**src/rtl/zigzag_rle_streamer_if.sv**
```systemverilog
// Block-in / symbol-out bus of the zig-zag run-length streamer.
// The slave view belongs to the streamer. The master view belongs to the
// zig-zag buffer and entropy coder side.
interface zigzag_rle_streamer_if #(
  parameter int COEF_WIDTH = 10,
  parameter int NUM_COEF   = 64
);
  logic                           block_valid;
  logic                           block_ready;
  logic [COEF_WIDTH*NUM_COEF-1:0] block_data;
  logic                           sym_valid;
  logic                           sym_ready;
  logic [3:0]                     sym_run;
  logic [COEF_WIDTH-1:0]          sym_level;
  logic                           sym_is_dc;
  logic                           sym_is_zrl;
  logic                           sym_is_eob;
  logic                           block_done;

  modport slave (
    input  block_valid, block_data, sym_ready,
    output block_ready, sym_valid, sym_run, sym_level,
           sym_is_dc, sym_is_zrl, sym_is_eob, block_done
  );

  modport master (
    output block_valid, block_data, sym_ready,
    input  block_ready, sym_valid, sym_run, sym_level,
           sym_is_dc, sym_is_zrl, sym_is_eob, block_done
  );
endinterface

```
**src/rtl/zigzag_rle_streamer.sv**
```systemverilog
// Turns one zig-zag ordered block of 64 quantized coefficients into a stream
// of JPEG run/level symbols: DC, AC(run, level), ZRL and EOB.
// Every symbol output and block_done is driven straight from a flop.
module zigzag_rle_streamer #(
  parameter int COEF_WIDTH = 10,
  parameter int NUM_COEF   = 64
) (
  input  logic                 clock,
  input  logic                 reset_n,
  zigzag_rle_streamer_if.slave bus
);
  localparam int BLK_W = COEF_WIDTH * NUM_COEF;

  typedef enum logic [2:0] {
    S_IDLE,
    S_DC,
    S_SCAN,
    S_ZRL,
    S_AC,
    S_EOB
  } state_t;

  state_t                state_q, state_d;
  logic [5:0]            idx_q, idx_d;
  logic [5:0]            run_q, run_d;
  logic [5:0]            run_less16;
  logic [BLK_W-1:0]      shadow_q;
  logic [COEF_WIDTH-1:0] coef [NUM_COEF];
  logic [COEF_WIDTH-1:0] cur_coef;
  logic                  capture;

  logic                  vld_q, vld_d;
  logic [3:0]            srun_q, srun_d;
  logic [COEF_WIDTH-1:0] lvl_q, lvl_d;
  logic                  dc_q, dc_d;
  logic                  zrl_q, zrl_d;
  logic                  eob_q, eob_d;
  logic                  done_q, done_d;

  assign bus.block_ready = (state_q == S_IDLE);
  assign bus.sym_valid   = vld_q;
  assign bus.sym_run     = srun_q;
  assign bus.sym_level   = lvl_q;
  assign bus.sym_is_dc   = dc_q;
  assign bus.sym_is_zrl  = zrl_q;
  assign bus.sym_is_eob  = eob_q;
  assign bus.block_done  = done_q;

  assign run_less16 = run_q - 6'd16;
  assign cur_coef   = coef[idx_q];

  // View the captured block as an array of coefficients in zig-zag order.
  always_comb begin
    for (int unsigned k = 0; k < NUM_COEF; k++) begin
      coef[k] = shadow_q[k*COEF_WIDTH +: COEF_WIDTH];
    end
  end

  // Next state, scan counters, and the symbol that will be presented next cycle.
  // Symbol fields are computed one cycle early so they can leave from flops;
  // entering a symbol state loads its fields, and a handshake either loads
  // the following symbol or clears the outputs.
  always_comb begin
    state_d = state_q;
    idx_d   = idx_q;
    run_d   = run_q;
    capture = 1'b0;
    vld_d   = vld_q;
    srun_d  = srun_q;
    lvl_d   = lvl_q;
    dc_d    = dc_q;
    zrl_d   = zrl_q;
    eob_d   = eob_q;
    done_d  = 1'b0;

    case (state_q)
      S_IDLE: begin
        if (bus.block_valid) begin
          capture = 1'b1;
          state_d = S_DC;
          idx_d   = '0;
          run_d   = '0;
          vld_d   = 1'b1;
          dc_d    = 1'b1;
          zrl_d   = 1'b0;
          eob_d   = 1'b0;
          srun_d  = '0;
          lvl_d   = bus.block_data[COEF_WIDTH-1:0];
        end
      end

      S_DC: begin
        if (bus.sym_ready) begin
          state_d = S_SCAN;
          idx_d   = 6'd1;
          vld_d   = 1'b0;
          dc_d    = 1'b0;
          srun_d  = '0;
          lvl_d   = '0;
        end
      end

      S_SCAN: begin
        if (cur_coef == '0) begin
          if (idx_q == 6'd63) begin
            state_d = S_EOB;
            vld_d   = 1'b1;
            eob_d   = 1'b1;
            srun_d  = '0;
            lvl_d   = '0;
          end else begin
            run_d = run_q + 6'd1;
            idx_d = idx_q + 6'd1;
          end
        end else if (run_q >= 6'd16) begin
          state_d = S_ZRL;
          vld_d   = 1'b1;
          zrl_d   = 1'b1;
          srun_d  = 4'd15;
          lvl_d   = '0;
        end else begin
          state_d = S_AC;
          vld_d   = 1'b1;
          srun_d  = run_q[3:0];
          lvl_d   = cur_coef;
        end
      end

      S_ZRL: begin
        if (bus.sym_ready) begin
          run_d = run_less16;
          if (run_less16 < 6'd16) begin
            state_d = S_AC;
            zrl_d   = 1'b0;
            srun_d  = run_less16[3:0];
            lvl_d   = cur_coef;
          end
        end
      end

      S_AC: begin
        if (bus.sym_ready) begin
          run_d  = '0;
          vld_d  = 1'b0;
          srun_d = '0;
          lvl_d  = '0;
          if (idx_q == 6'd63) begin
            state_d = S_IDLE;
            done_d  = 1'b1;
          end else begin
            state_d = S_SCAN;
            idx_d   = idx_q + 6'd1;
          end
        end
      end

      S_EOB: begin
        if (bus.sym_ready) begin
          state_d = S_IDLE;
          done_d  = 1'b1;
          vld_d   = 1'b0;
          eob_d   = 1'b0;
        end
      end

      default: begin
        state_d = S_IDLE;
        vld_d   = 1'b0;
        dc_d    = 1'b0;
        zrl_d   = 1'b0;
        eob_d   = 1'b0;
      end
    endcase
  end

  // State, counters, captured block and registered symbol outputs.
  always_ff @(posedge clock or negedge reset_n) begin
    if (!reset_n) begin
      state_q  <= S_IDLE;
      idx_q    <= '0;
      run_q    <= '0;
      shadow_q <= '0;
      vld_q    <= 1'b0;
      srun_q   <= '0;
      lvl_q    <= '0;
      dc_q     <= 1'b0;
      zrl_q    <= 1'b0;
      eob_q    <= 1'b0;
      done_q   <= 1'b0;
    end else begin
      state_q <= state_d;
      idx_q   <= idx_d;
      run_q   <= run_d;
      vld_q   <= vld_d;
      srun_q  <= srun_d;
      lvl_q   <= lvl_d;
      dc_q    <= dc_d;
      zrl_q   <= zrl_d;
      eob_q   <= eob_d;
      done_q  <= done_d;
      if (capture) begin
        shadow_q <= bus.block_data;
      end
    end
  end
endmodule

```
**src/flat_wrapper.sv**
```systemverilog
// flat-port wrapper written by rule: the top's interface ports become plain ports
module zigzag_rle_streamer_flat 
#(
  parameter int COEF_WIDTH = 10,
  parameter int NUM_COEF   = 64
)
  (clock, reset_n, bus_block_valid, bus_block_data, bus_sym_ready, bus_block_ready, bus_sym_valid, bus_sym_run, bus_sym_level, bus_sym_is_dc, bus_sym_is_zrl, bus_sym_is_eob, bus_block_done);
  zigzag_rle_streamer_if #(.COEF_WIDTH(COEF_WIDTH), .NUM_COEF(NUM_COEF)) bus_i ();
  input  logic clock;
  input  logic reset_n;
  input wire logic [$bits(bus_i.block_valid)-1:0] bus_block_valid;
  input wire logic [$bits(bus_i.block_data)-1:0] bus_block_data;
  input wire logic [$bits(bus_i.sym_ready)-1:0] bus_sym_ready;
  output wire logic [$bits(bus_i.block_ready)-1:0] bus_block_ready;
  output wire logic [$bits(bus_i.sym_valid)-1:0] bus_sym_valid;
  output wire logic [$bits(bus_i.sym_run)-1:0] bus_sym_run;
  output wire logic [$bits(bus_i.sym_level)-1:0] bus_sym_level;
  output wire logic [$bits(bus_i.sym_is_dc)-1:0] bus_sym_is_dc;
  output wire logic [$bits(bus_i.sym_is_zrl)-1:0] bus_sym_is_zrl;
  output wire logic [$bits(bus_i.sym_is_eob)-1:0] bus_sym_is_eob;
  output wire logic [$bits(bus_i.block_done)-1:0] bus_block_done;
  assign bus_i.block_valid = bus_block_valid;
  assign bus_i.block_data = bus_block_data;
  assign bus_i.sym_ready = bus_sym_ready;
  assign bus_block_ready = bus_i.block_ready;
  assign bus_sym_valid = bus_i.sym_valid;
  assign bus_sym_run = bus_i.sym_run;
  assign bus_sym_level = bus_i.sym_level;
  assign bus_sym_is_dc = bus_i.sym_is_dc;
  assign bus_sym_is_zrl = bus_i.sym_is_zrl;
  assign bus_sym_is_eob = bus_i.sym_is_eob;
  assign bus_block_done = bus_i.block_done;
  zigzag_rle_streamer #(.COEF_WIDTH(COEF_WIDTH), .NUM_COEF(NUM_COEF)) u_core (.clock(clock), .reset_n(reset_n), .bus(bus_i));
endmodule
```
**config.mk**
```make
export PLATFORM = sky130hd
export DESIGN_NAME = zigzag_rle_streamer_flat
export DESIGN_NICKNAME = d
export VERILOG_FILES = /design/src/rtl/zigzag_rle_streamer_if.sv /design/src/rtl/zigzag_rle_streamer.sv /design/src/flat_wrapper.sv
export SDC_FILE = /design/constraint.sdc
export NUM_CORES = 1
export LEC_CHECK = 0
export CORE_MARGIN = 2
export CORE_UTILIZATION = 45
export CTS_CLUSTER_SIZE = 28
export DETAILED_ROUTE_END_ITERATION = 12
export PLACE_DENSITY_LB_ADDON = 0.12
export SETUP_SLACK_MARGIN = 0.15
export SYNTH_ARGS = -nofsm -noshare
export SYNTH_HDL_FRONTEND = slang
export SYNTH_SLANG_ARGS = --single-unit
```
**constraint.sdc**
```tcl
create_clock -name clock -period 4.4 [get_ports clock]
set_input_delay 0.88 -clock clock [delete_from_list [all_inputs] [get_ports clock]]
set_output_delay 0.88 -clock clock [all_outputs]
set_load 0.005 [all_outputs]
```
==> out/results.ini <==
[grt]
grt_antenna_before_repair=30
grtUsageTotal_pct=29.8
grt_overflow=0
grt_max_degree=97
grt_pass1_wl_um=153000
grt_pass1_vias=22700

[sta]
finalCritPeriodShare_pct=93.4
fin_crit_ns=4.11
setup-tns-final_ns=0
tightest_slew_ns=1.09
finalMaxSlewViolations=0
fmax_ghz=0.243
slew_headroom_pct=26.9
skew_ns=0.0213
hold_ws_ns=0.299
rsz0062_at_grt=no
finalHoldViolations=0
setup_violations=0

[synthesis]
synth_ff_type=dfrtp_1
syn-cell-area_sq_um=30800
ys_ff_latch=674
seq_area_frac_synth_pct=54.7
yosys_warnings=0
synthArstFlopShare_pct=100
syn_inst=2100
syn_avg_cell_area_sq_um=14.7
synthesis.nets=2748
synth_cell_types=64
synth-edff-count=0

[cts]
cts-buffers-inserted=73
cts-root-buf=clkbuf_16
cts.clk_slew.worst_paths_ns=0.06
clock_path_buffers=3
h-tree-depth=3
postCtsSetupRepairBufs=0
clkLatencyLatePin_ns=0.63
clock-sinks=674
cts_tree=yes

[pwr]
power_leakage_nw=16.5
pwr_density_cell_nw_per_um2=693
ir_drop_mv=0.346

[setup_path]
cp.arrival_ns=4.60
critPathRequiredTime_ns=4.89
crit_fanout=33
critical_path_class=reg2reg
endpoint_kind=flip-flop
start_kind=flip-flop

[die]
dieWidth_um=266
rows=95
start_util_pct=45.7
die_area_sq_um=70700
design.core.area_sq_um=67500
ioPinCount=664
die_y_um=266

[drt]
drt_first_iter_violations=1645
wire_per_inst_um=28.4
drc=0
route.antenna.remaining_nets=0
dr.pass1.iters=5
viasPerCell=5.72
drt_wl_total_um=106000
vias=21200

[placed_design]
dp_hpwl_um=81900
io_buffer_count=663
globalplace.congestion=0.901

[cells_and_area]
area_growth_pct=34.0
most-common-layout-cells=dfrtp_1, clkdlybuf4s50_1, mux2_2
mostFrequentLayoutCell=dfrtp_1
drive_above_1_share_pct=34.3
fin_nets=3427

[min_path]
hp-class=in2async

[flow_run]
maxCapViolCount=0

[run_status]
outcome=finished clean

-- cells in the mapped netlist (5+ instances only) --
master / n / share of area (%)
nand2b_1: 8 / 0.16
buf_1: 9 / 0.11
a22o_1: 9 / 0.26
clkbuf_1: 99 / 1.2
nand2_1: 67 / 0.82
or3_1: 5 / 0.10
buf_4: 6 / 0.15
mux2i_1: 134 / 4.3
o22ai_1: 37 / 0.75
nor3_1: 7 / 0.11
buf_6: 6 / 0.22
mux4_2: 102 / 7.4
buf_2: 26 / 0.42
a21oi_1: 31 / 0.50
a31oi_1: 12 / 0.24
nor2_1: 30 / 0.37
inv_1: 13 / 0.16
o31ai_1: 10 / 0.24
mux2_2: 646 / 24
nand3_1: 9 / 0.15
nor2b_1: 10 / 0.20
o21ai_0: 19 / 0.31
a22oi_1: 58 / 1.4
dfrtp_1: 674 / 55
-- worst paths after layout --
| kind | from | depth (start not counted) | slack, ns | endpoint |
|---|---|---|---|---|
| worst max-delay path | u_core.idx_q[0] | 11 | 0.29 | u_core.bus.sym_level[5] |
| worst min register to register | u_core.bus.sym_level[7] | 1 | 0.50 | u_core.bus.sym_level[7] |
| worst max register to register | u_core.idx_q[0] | 11 | 0.29 | u_core.bus.sym_level[5] |
| max in group asynchronous | reset_n | 2 | 2.89 | u_core.shadow_q[570] |
| worst min-delay path | reset_n | 1 | 0.30 | u_core.shadow_q[173] |
| min in group clock | u_core.bus.sym_level[7] | 1 | 0.50 | u_core.bus.sym_level[7] |
-- final cells by class --
| class | instances | area [sq um] |
|---|---|---|
| multi-input cells | 1266 | 13300 |
| fillers | 5169 | 26200 |
| flip-flops and latches | 674 | 16900 |
| well taps | 873 | 1090 |
| clock inverters | 19 | 193 |
| diodes | 10 | 25.0 |
| repair buffers | 750 | 7600 |
| inverters | 14 | 52.6 |
| clock buffers | 108 | 2200 |
-- power breakdown --
group	switching, mW	internal [mW]
logic	4.84	6.42
registers	1.89	9.36
clock network	2.56	3.59
-- metal layers --
metal | GRT usage [%] | vias to the layer above | share of wire, %
li1 | - | 9209 | -
met1 | 37.7 | 11200 | 39
met2 | 51.0 | 689 | 51
met3 | 7.55 | 152 | 6.7
met4 | 8.24 | 36 | 2.4
met5 | 0 | - | 0.22
-- logic make-up after synthesis --
| family | share of synthesized area [%] |
|---|---|
| buffers and inverters | 2.27 |
| adder cells (fa/ha/maj) | 0.162 |
| XOR/XNOR | 0.0568 |
| flip-flops | 54.7 |
| AND/OR/NAND/NOR | 2.49 |
| multiplexers | 35.5 |
| AO/OA/AOI/OAI | 4.82 |
-- critical path, stage by stage (launching register included) --
cell and delay [ns]:
dfrtp_4 0.48, buf_16 0.28, mux4_2 0.54, a22oi_1 0.28, a21oi_1 0.20, o32a_1 0.40, or4_4 0.50, a211oi_4 0.33
nand2_2 0.13, o21ai_4 0.26, buf_4 0.22, mux2_1 0.34
-- registers in the layout (all words and copies together) (netlist names) --
register	count
u_core.bus.sym_level	10
u_core.state_q	3
u_core.shadow_q	640
u_core.idx_q	6
u_core.bus.sym_run	4
u_core.run_q	6
u_core.bus.sym_is_eob	1
u_core.bus.block_done	1
u_core.bus.sym_valid	1
u_core.bus.sym_is_zrl	1
u_core.bus.sym_is_dc	1
-- metrics by stage --
stage / setup slack (ns) / power [mW] / utilization (%) / cell area [sq um] / instances
5_1_grt: 0.151 / 30.2 / 61.2 / 41300 / 3713
2_1_floorplan: 0.711 / 18.5 / - / 30800 / 2100
3_5_place_dp: 0.259 / 22.6 / 57.6 / 38900 / 3577
4_1_cts: 0.264 / 28.8 / 61.2 / 41300 / 3704
3_3_place_gp: 0.334 / 22.2 / 57.6 / 38900 / 3577
6_report: 0.290 / 28.7 / 61.2 / 41300 / 3714
-- repair_timing --
action,CTS,global route
gates resized for setup,0,1
endpoints found under the setup margin,0,3
hold buffers,0,0
No activity file was read; power rests on OpenSTA's default activity.
